## src/rtl/uart_pkg.sv

```systemverilog
// Shared types and helpers for the UART transmit (and future receive) blocks.
//   tx_state_t  : frame sequencer states
//   TX_IDLE_LVL : line level while no frame is in flight (mark)
//   cnt_w()     : counter width for a modulus n (ceil(log2(n)), at least 1)
package uart_pkg;

  typedef enum logic [2:0] {
    IDLE,
    START,
    DATA,
    PARITY,
    STOP
  } tx_state_t;

  localparam logic TX_IDLE_LVL = 1'b1;

  function automatic int cnt_w(input int n);
    int w;
    w = 1;
    while ((1 << w) < n) w++;
    return w;
  endfunction

endpackage

```

## src/rtl/uart_baud_tick.sv

```systemverilog
// Bit-period timer. Counts 0..CLK_DIV-1 and wraps; tick marks the last cycle
// of each bit period so the owner can advance on that edge. clr holds the
// count at zero so a new frame always starts on a fresh period.
// Ports:
//   clk, rst_n : clock, synchronous active-low reset
//   clr        : hold the counter at 0
//   tick       : high in the final cycle of a bit period
//   cnt        : current position within the bit period
module uart_baud_tick
  import uart_pkg::*;
#(
  parameter int CLK_DIV = 434,
  parameter int CNT_W   = cnt_w(CLK_DIV)
) (
  input  logic             clk,
  input  logic             rst_n,
  input  logic             clr,
  output logic             tick,
  output logic [CNT_W-1:0] cnt
);

  localparam logic [CNT_W-1:0] LAST = CNT_W'(CLK_DIV - 1);

  logic [CNT_W-1:0] cnt_q, cnt_d;

  always_comb begin
    cnt_d = cnt_q + CNT_W'(1);
    if (clr || (cnt_q == LAST)) cnt_d = '0;
  end

  always_ff @(posedge clk) begin
    if (!rst_n) cnt_q <= '0;
    else        cnt_q <= cnt_d;
  end

  assign tick = (cnt_q == LAST);
  assign cnt  = cnt_q;

endmodule

```

## src/rtl/uart_byte_tx.sv

```systemverilog
// UART byte transmitter: accepts DATA_W-bit words on a valid/ready handshake
// and sends each as start bit, LSB-first data, optional parity, stop bit(s).
// Build option: define UART_TX_PARITY_EN to insert a parity bit after the
// data bits (even, or odd when PARITY_ODD=1).
// Ports:
//   clk, rst_n          : clock, synchronous active-low reset
//   in_data, in_valid   : byte source
//   in_ready            : high only while idle
//   tx                  : serial line, idles high
//   busy                : frame in progress
//   frame_done          : pulse in the last cycle of the final stop bit
//
// state  | meaning
// -------+-----------------------------------------------
// IDLE   | line at mark, in_ready high, waiting for a byte
// START  | start bit (low) for one bit period
// DATA   | DATA_W data bits, LSB first
// PARITY | parity bit (only with UART_TX_PARITY_EN)
// STOP   | STOP_BITS stop bits (high)
module uart_byte_tx
  import uart_pkg::*;
#(
  parameter int CLK_DIV    = 434,
  parameter int DATA_W     = 8,
  parameter int STOP_BITS  = 1,
  parameter int PARITY_ODD = 0
) (
  input  logic              clk,
  input  logic              rst_n,
  input  logic [DATA_W-1:0] in_data,
  input  logic              in_valid,
  output logic              in_ready,
  output logic              tx,
  output logic              busy,
  output logic              frame_done
);

  localparam int CNT_W = cnt_w(CLK_DIV);
  localparam int BIT_W = cnt_w(DATA_W);

  tx_state_t         state_q, state_d;
  logic [DATA_W-1:0] shift_q, shift_d;
  logic [BIT_W-1:0]  bit_q, bit_d;
  logic              tx_q, tx_d;
  logic              busy_q, busy_d;
  logic              in_ready_q, in_ready_d;
  logic              frame_done_q, frame_done_d;
  logic              par_q, par_d;
  logic              baud_tick;
  logic [CNT_W-1:0]  baud_cnt;
  logic              accept;

  uart_baud_tick #(
    .CLK_DIV(CLK_DIV),
    .CNT_W  (CNT_W)
  ) u_baud (
    .clk  (clk),
    .rst_n(rst_n),
    .clr  (state_q == IDLE),
    .tick (baud_tick),
    .cnt  (baud_cnt)
  );

  assign accept = in_valid & in_ready_q;

  always_comb begin
    state_d = state_q;
    shift_d = shift_q;
    bit_d   = bit_q;
    par_d   = par_q;
    case (state_q)
      IDLE: begin
        if (accept) begin
          state_d = START;
          shift_d = in_data;
          bit_d   = '0;
`ifdef UART_TX_PARITY_EN
          par_d   = (PARITY_ODD != 0) ? ~^in_data : ^in_data;
`endif
        end
      end
      START: begin
        if (baud_tick) state_d = DATA;
      end
      DATA: begin
        if (baud_tick) begin
          shift_d = shift_q >> 1;
          if (bit_q == BIT_W'(DATA_W - 1)) begin
            bit_d = '0;
`ifdef UART_TX_PARITY_EN
            state_d = PARITY;
`else
            state_d = STOP;
`endif
          end else begin
            bit_d = bit_q + BIT_W'(1);
          end
        end
      end
      PARITY: begin
        if (baud_tick) state_d = STOP;
      end
      STOP: begin
        // bit counter is reused to count stop bits
        if (baud_tick) begin
          if (bit_q == BIT_W'(STOP_BITS - 1)) begin
            state_d = IDLE;
            bit_d   = '0;
          end else begin
            bit_d = bit_q + BIT_W'(1);
          end
        end
      end
      default: state_d = IDLE;
    endcase

    // registered outputs follow the state being entered
    case (state_d)
      START:   tx_d = ~TX_IDLE_LVL;
      DATA:    tx_d = shift_d[0];
      PARITY:  tx_d = par_q;
      default: tx_d = TX_IDLE_LVL;
    endcase
    busy_d     = (state_d != IDLE);
    in_ready_d = (state_d == IDLE);

    // raise the pulse one cycle early so it lands in the final stop cycle
    frame_done_d = (state_q == STOP) && (bit_q == BIT_W'(STOP_BITS - 1)) &&
                   (baud_cnt == CNT_W'(CLK_DIV - 2));
  end

`ifndef UART_TX_PARITY_EN
  logic unused_parity_cfg;
  assign unused_parity_cfg = (PARITY_ODD != 0);
`endif

  always_ff @(posedge clk) begin
    if (!rst_n) begin
      state_q      <= IDLE;
      shift_q      <= '0;
      bit_q        <= '0;
      par_q        <= 1'b0;
      tx_q         <= TX_IDLE_LVL;
      busy_q       <= 1'b0;
      in_ready_q   <= 1'b0;
      frame_done_q <= 1'b0;
    end else begin
      state_q      <= state_d;
      shift_q      <= shift_d;
      bit_q        <= bit_d;
      par_q        <= par_d;
      tx_q         <= tx_d;
      busy_q       <= busy_d;
      in_ready_q   <= in_ready_d;
      frame_done_q <= frame_done_d;
    end
  end

  assign tx         = tx_q;
  assign busy       = busy_q;
  assign in_ready   = in_ready_q;
  assign frame_done = frame_done_q;

endmodule

```

## config.mk

```make
export PLATFORM = sky130hd
export DESIGN_NAME = uart_byte_tx
export DESIGN_NICKNAME = d
export VERILOG_FILES = /design/src/rtl/uart_pkg.sv /design/src/rtl/uart_baud_tick.sv /design/src/rtl/uart_byte_tx.sv
export SDC_FILE = /design/constraint.sdc
export NUM_CORES = 1
export LEC_CHECK = 0
export BUFFER_PORTS_ARGS = -buffer_cell sky130_fd_sc_hd__buf_2
export CAP_MARGIN = 15
export CORE_MARGIN = 4
export CORE_UTILIZATION = 40
export CTS_BUF_LIST = sky130_fd_sc_hd__clkbuf_8
export DETAILED_ROUTE_END_ITERATION = 16
export PLACE_DENSITY_LB_ADDON = 0.2
export SYNTH_ARGS = -nofsm -noshare
export SYNTH_HDL_FRONTEND = slang
export SYNTH_SLANG_ARGS = --single-unit
```

## constraint.sdc

```tcl
create_clock -name clk -period 1.7 [get_ports clk]
set_input_delay 0.17 -clock clk [delete_from_list [all_inputs] [get_ports clk]]
set_output_delay 0.17 -clock clk [all_outputs]
set_load 0.02 [all_outputs]
```

# After elaboration in Yosys (flattened, before gate mapping)
# Cells that the tools add are included.
totals:
  ff_bits: 27
  latchBits: 0
  ramBits: 0
  romBits: 0
  in_bits: 11
  out_inout_bits: 4
  elab_cells: 57
  n_memories: 0
op_classes:
  add_sub_neg: 2
  mul: 0
  n_div: 0
  order_cmp: 0
  n_eq_ne: 13
  n_shift: 0
  mux: 18
  bitwise_logic: 2
  n_reduce_logical: 13
op_table:
  columns: ["cell", "n"]
  rows:
  - ["3-bit 2-to-1 mux", 12]
  - ["9-bit == test (second input constant)", 2]
  - ["8-bit 2-to-1 mux", 2]
  - ["8-bit case mux with 2 select lines", 1]
  - ["3-bit case mux with 5 select lines", 1]
  - ["3-bit by 2-bit == test with 1-bit output (second input constant)", 4]
  - ["9-bit by 1-bit adder with 9-bit output (second input constant)", 1]
  - ["3-bit logical NOT", 3]
  - ["3-bit case mux with 3 select lines", 1]
  - ["3-bit by 1-bit == test with 1-bit output (second input constant)", 2]
  - ["3-bit == test (second input constant)", 2]
  - ["2-bit inequality test (second input constant)", 3]
  - ["3-bit nonzero test", 2]
  - ["4-bit AND reduction", 1]
  - ["2-bit OR reduction", 2]
  - ["3-bit by 1-bit adder with 3-bit output (second input constant)", 1]
  - ["3-bit AND reduction", 1]
  - ["1-bit logical AND", 2]
  - ["1-bit case mux with 2 select lines", 1]
  - ["2-bit nonzero test", 1]
  - ["1-bit bitwise AND", 1]
  - ["1-bit logical OR", 1]
  - ["1-bit inverter", 1]

# Longest topological paths before layout
depth:
  word_depth: 7
  mapped_depth: 7
  ltp_nobuf: 6

# By module
# Synthesis repeated with hierarchy kept, for this count alone.
unflattened:
  cells_unflattened: 150
  hier_area_um2: 1405.1
by_module_without_submodules:
  columns: ["module", "n_inst", "cells_each", "area_each_um2", "seq_area_each_um2"]
  rows:
  - ["uart_byte_tx", 1, 101, 955.9, 360.3]
  - ["uart_baud_tick", 1, 49, 449.2, 180.2]

# Worst setup path before layout
# No wires, ideal clock.
synth_path:
  path_kind: "reg-to-reg"
  start: "register u_baud.cnt_q[0] (netlist: u_baud.cnt[0])"
  end: "register tx_q (netlist: tx)"
  setup_ns: 0.135
  arrival_ns: 1.659
  t_required_ns: 1.565
  setup_slack_ns: -0.095
  path_stages_with_launch: 7
  n_path_buf: 1
  period_less_slack_ns: 1.795
  path_cell_list: "dfxtp_1 > ha_1 > nand4b_1 > or4_4 > buf_6 > mux2i_1 > o211ai_1"
synth_between:
  elab_chain_len: 6
  word_cells_on_any_way: 13
  cone_classes: "eq/ne: 4; mux: 8; reduce/logical: 1"
synth_rtl:
  columns: ["item", "line", "source"]
  rows:
  - ["start, declared", "uart_baud_tick.sv:24", "logic [CNT_W-1:0] cnt_q, cnt_d;"]
  - ["start signal, assigned", "uart_baud_tick.sv:33", "else cnt_q <= cnt_d;"]
  - ["9-bit == test *", "uart_baud_tick.sv:36", "assign tick = (cnt_q == LAST);"]
  - ["3-bit 2-to-1 mux (on tied branches)", null, null]
  - ["3-bit case mux with 5 select lines", "uart_byte_tx.sv:71", "case (state_q)"]
  - ["3-bit by 2-bit == test with 1-bit output / 3-bit by 1-bit == test with 1-bit output (equally long branches)", "uart_byte_tx.sv:118", "case (state_d)"]
  - ["2-bit OR reduction (no source line)", null, null]
  - ["1-bit case mux with 2 select lines *", "uart_byte_tx.sv:118", null]
  - ["end signal, assigned", "uart_byte_tx.sv:152", "tx_q <= tx_d;"]
  - ["end, declared", "uart_byte_tx.sv:44", "logic tx_q, tx_d;"]
# Every way passes the cells marked *; elsewhere a longest branch is shown, timed or not. The select of a mux whose other input is x is not followed.
# A chain may end at the register's enable or synchronous reset.

# Worst setup path after layout
layout_path:
  start: "register u_baud.cnt_q[1] (netlist: u_baud.cnt[1])"
  end: "register tx_q (netlist: tx)"
# Same word-level chain as after synthesis.

==> flow_metrics.env <==
export IMPL_post_route_drc_count=0
export IMPL_report_final_slew_viol_count=0
export IMPL_clkTransAtPathRegs_ns=0.09
export IMPL_start_kind="flip-flop"
export IMPL_cp_end_kind="flip-flop"
export IMPL_yosys_area_top_type="dfxtp_1"
export IMPL_post_dp_cell_area_um2=1550
export IMPL_htreeDepth=1
export IMPL_pre_cts_ws_ns=0.0346
export IMPL_grt_util_met1=0.181
export IMPL_fin_ws_ns=0.0260
export IMPL_met3_usage=0.0342
export IMPL_port_buffers=14
export IMPL_pwr_share_comb=0.098
export IMPL_synth_edff_count=0
export IMPL_drv_cap=0
export IMPL_syn_mean_instance_area_um2=9.08
export IMPL_p_leak_nw=0.599
export IMPL_dieWidth_um=65.6
export IMPL_die_area_um2=4300
export IMPL_async_flop_share=0
export IMPL_yosysTopAreaCellShare=0.408
export IMPL_grt_pass1_vias=1080
export IMPL_cts_root_buf="clkbuf_8"
export IMPL_ir_drop_v=0.000414
export IMPL_yosysSeqAreaShare=0.408
export IMPL_wl_mm=2.75
export IMPL_reg2reg_slack_ns=0.03
export IMPL_post_route_period_util=0.985
export IMPL_drtIter0Drc=70
export IMPL_hpwl_mm=2.07
export IMPL_cp_required_ns=1.84
export IMPL_clock_power_share=0.310
export IMPL_antenna_found_initial=0
export IMPL_synthFlopType="dfxtp_1"
export IMPL_ant_nets=0
export IMPL_cts_hold_fix_buffers=0
export IMPL_cp_slowest_stage_delay_ns=0.59
export IMPL_yosysMostFrequentCell="dfxtp_1"
export IMPL_avgViaCountPerCell=5.24
export IMPL_wl_per_cell_um=12.5
export IMPL_ios=15
export IMPL_row_count=20
export IMPL_synthTopCellsByCount="27 x dfxtp_1, 16 x nand3_1, 11 x a21boi_0, 11 x nor2_1, 9 x inv_1"
export IMPL_synth_cells=146
export IMPL_power_share_sequential=0.591
export IMPL_first_pass_iters=4
export IMPL_critPathSlowestCell="or4_4"
export IMPL_cts_buffers=3
export IMPL_max_slew_margin=0.783
export IMPL_cts_tree="done"
export IMPL_rsz0062_at_grt="yes"
export IMPL_hold_violations=0
export IMPL_use_met2=0.201
export IMPL_status="finished clean"
export IMPL_fin_setup_tns_ns=0
export IMPL_timing_fmax_ghz=0.597
export IMPL_die_y_um=65.6
export IMPL_crit_buf_inv=1
export IMPL_finalNonFillerCells=220
export IMPL_dp_cells=216
export IMPL_synth_cell_type_count=44
export IMPL_clock_latency_ns=0.27
export IMPL_tightest_slew_ns=0.322
export IMPL_critPathMaxFanout=9
export IMPL_ys_seq_elements=27
export IMPL_min_period_ns=1.67
export IMPL_grt_overflow=0
export IMPL_syn2layout_area_growth_pct=23.8
export IMPL_switching_share=0.227
export IMPL_crit_type="reg2reg"
export IMPL_grt_max_degree=20
export IMPL_layout_nets=194
export IMPL_cts_post_setup_buffers_inserted=0
export IMPL_path_cells="inv_1, ha_1, nand4b_1, or4_4, mux2i_1, o211ai_1"
export IMPL_cts_sinks=27
export IMPL_core_area_um2=3100
export IMPL_hold_path_class="in2reg"
export IMPL_crit_family="simple AND/OR/NAND/NOR gates"
export IMPL_vias=1153
export IMPL_gp_congestion=0.784
export IMPL_drive_above_1_share=0.261
export IMPL_yosys_warnings=0
export IMPL_fin_skew_ns=0.00313
export IMPL_ys_top_cells_by_area="dfxtp_1 41%, a21boi_0 6.2%, nand3_1 6.0%"
export IMPL_syn_nets=163
export IMPL_power_mw=1.11
export IMPL_power_density_nw_per_um2=680
export IMPL_p_switching_mw=0.254
export IMPL_antenna_cells=0
export IMPL_arrival_ns=1.82
export IMPL_final_area_um2=1640
export IMPL_grt_busiest_layer="met2"
export IMPL_synth_area_um2=1330
export IMPL_max_clock_path_buffers=2
export IMPL_grt_use_total=0.131
export IMPL_start_util=0.427
export IMPL_p_int_mw=0.861
export IMPL_setup_violations=0
export IMPL_grt_first_pass_wirelength_mm=4.48
[cell families (layout without fill, tap and decap cells)]
logic type,count (synthesis),in the layout,share of synthesized area
adder cells (fa/ha/maj),6,6,0.0567
multiplexers,2,2,0.0161
XOR/XNOR,5,5,0.0330
buffers and inverters,15,45,0.0500
AO/OA/AOI/OAI,36,36,0.200
flip-flops,27,27,0.408
AND/OR/NAND/NOR,55,55,0.236
[cell type report]
type	instances	area [um2]
fill	324	1460
timing repair buffer	32	209
inverter	9	33.8
tap	44	55.1
clock buffer	3	41.3
multi-input combinational	104	754
clock inverter	1	3.75
sequential	27	543
[through the flow]
stage / hold slack, ns / utilization
global placement: 0.419 / 0.501
detailed placement: 0.438 / 0.501
CTS: 0.146 / 0.515
floorplan: 0.315 / -
finish: 0.150 / 0.529
global route: 0.162 / 0.529
[placed cells by master, fill, tap and decap left out, types with 2 or more instances in the layout]
cell type and n:
xnor2_1 4, or3_1 4, nand2b_1 2, a21oi_1 3, o211ai_1 2, a21boi_0 7
dfxtp_1 25, a21boi_1 5, nor3_1 3, clkbuf_8 3, o21ai_0 3, nor2_1 11
ha_1 6, a22oi_1 7, nand2_1 4, nand3_1 16, inv_1 10, buf_2 14
dfxtp_2 2, buf_4 17, nor2b_1 2, o2111ai_1 2
[tightest hold or removal path, stage by stage]
cell and delay [ns]:
buf_2 0.10, nand2_1 0.04, a21boi_0 0.06
[path summary, 6_finish.rpt]
check	from	end	cells past startpoint
setup / recovery	u_baud.cnt[1]$_SDFF_PP0_	tx$_SDFF_PN1_	6
hold / removal	in_data[7]	shift_q[7]$_SDFFE_PN0P_	3
setup reg to reg	u_baud.cnt[1]$_SDFF_PP0_	tx$_SDFF_PN1_	6
hold reg to reg	shift_q[4]$_SDFFE_PN0P_	shift_q[4]$_SDFFE_PN0P_	2
[metal layers]
metal | part of all wire | wire length [um]
met1 | 0.51 | 1410
met2 | 0.44 | 1210
met3 | 0.041 | 113
met4 | 0.0080 | 22
met5 | 0 | 0
[power groups by stage]
stage	sequential (mW)	combinational, mW	clock (mW)
global placement	0.674	0.105	0
CTS	0.660	0.107	0.363
finish	0.659	0.110	0.346
global route	0.662	0.122	0.393
detailed placement	0.674	0.107	0
floorplan	0.681	0.0607	0
[sequential cells by signal, indices dropped and copies added, names as in the netlist]
signal / cells
bit_q: 3
busy: 1
frame_done: 1
in_ready: 1
shift_q: 8
state_q: 3
tx: 1
u_baud.cnt: 9
[repair_timing]
action,4_1_cts,5_1_grt
hold endpoints to repair,0,0
setup endpoints to repair,0,13
resized for setup,0,10
No activity file was read; power rests on OpenSTA's default activity.
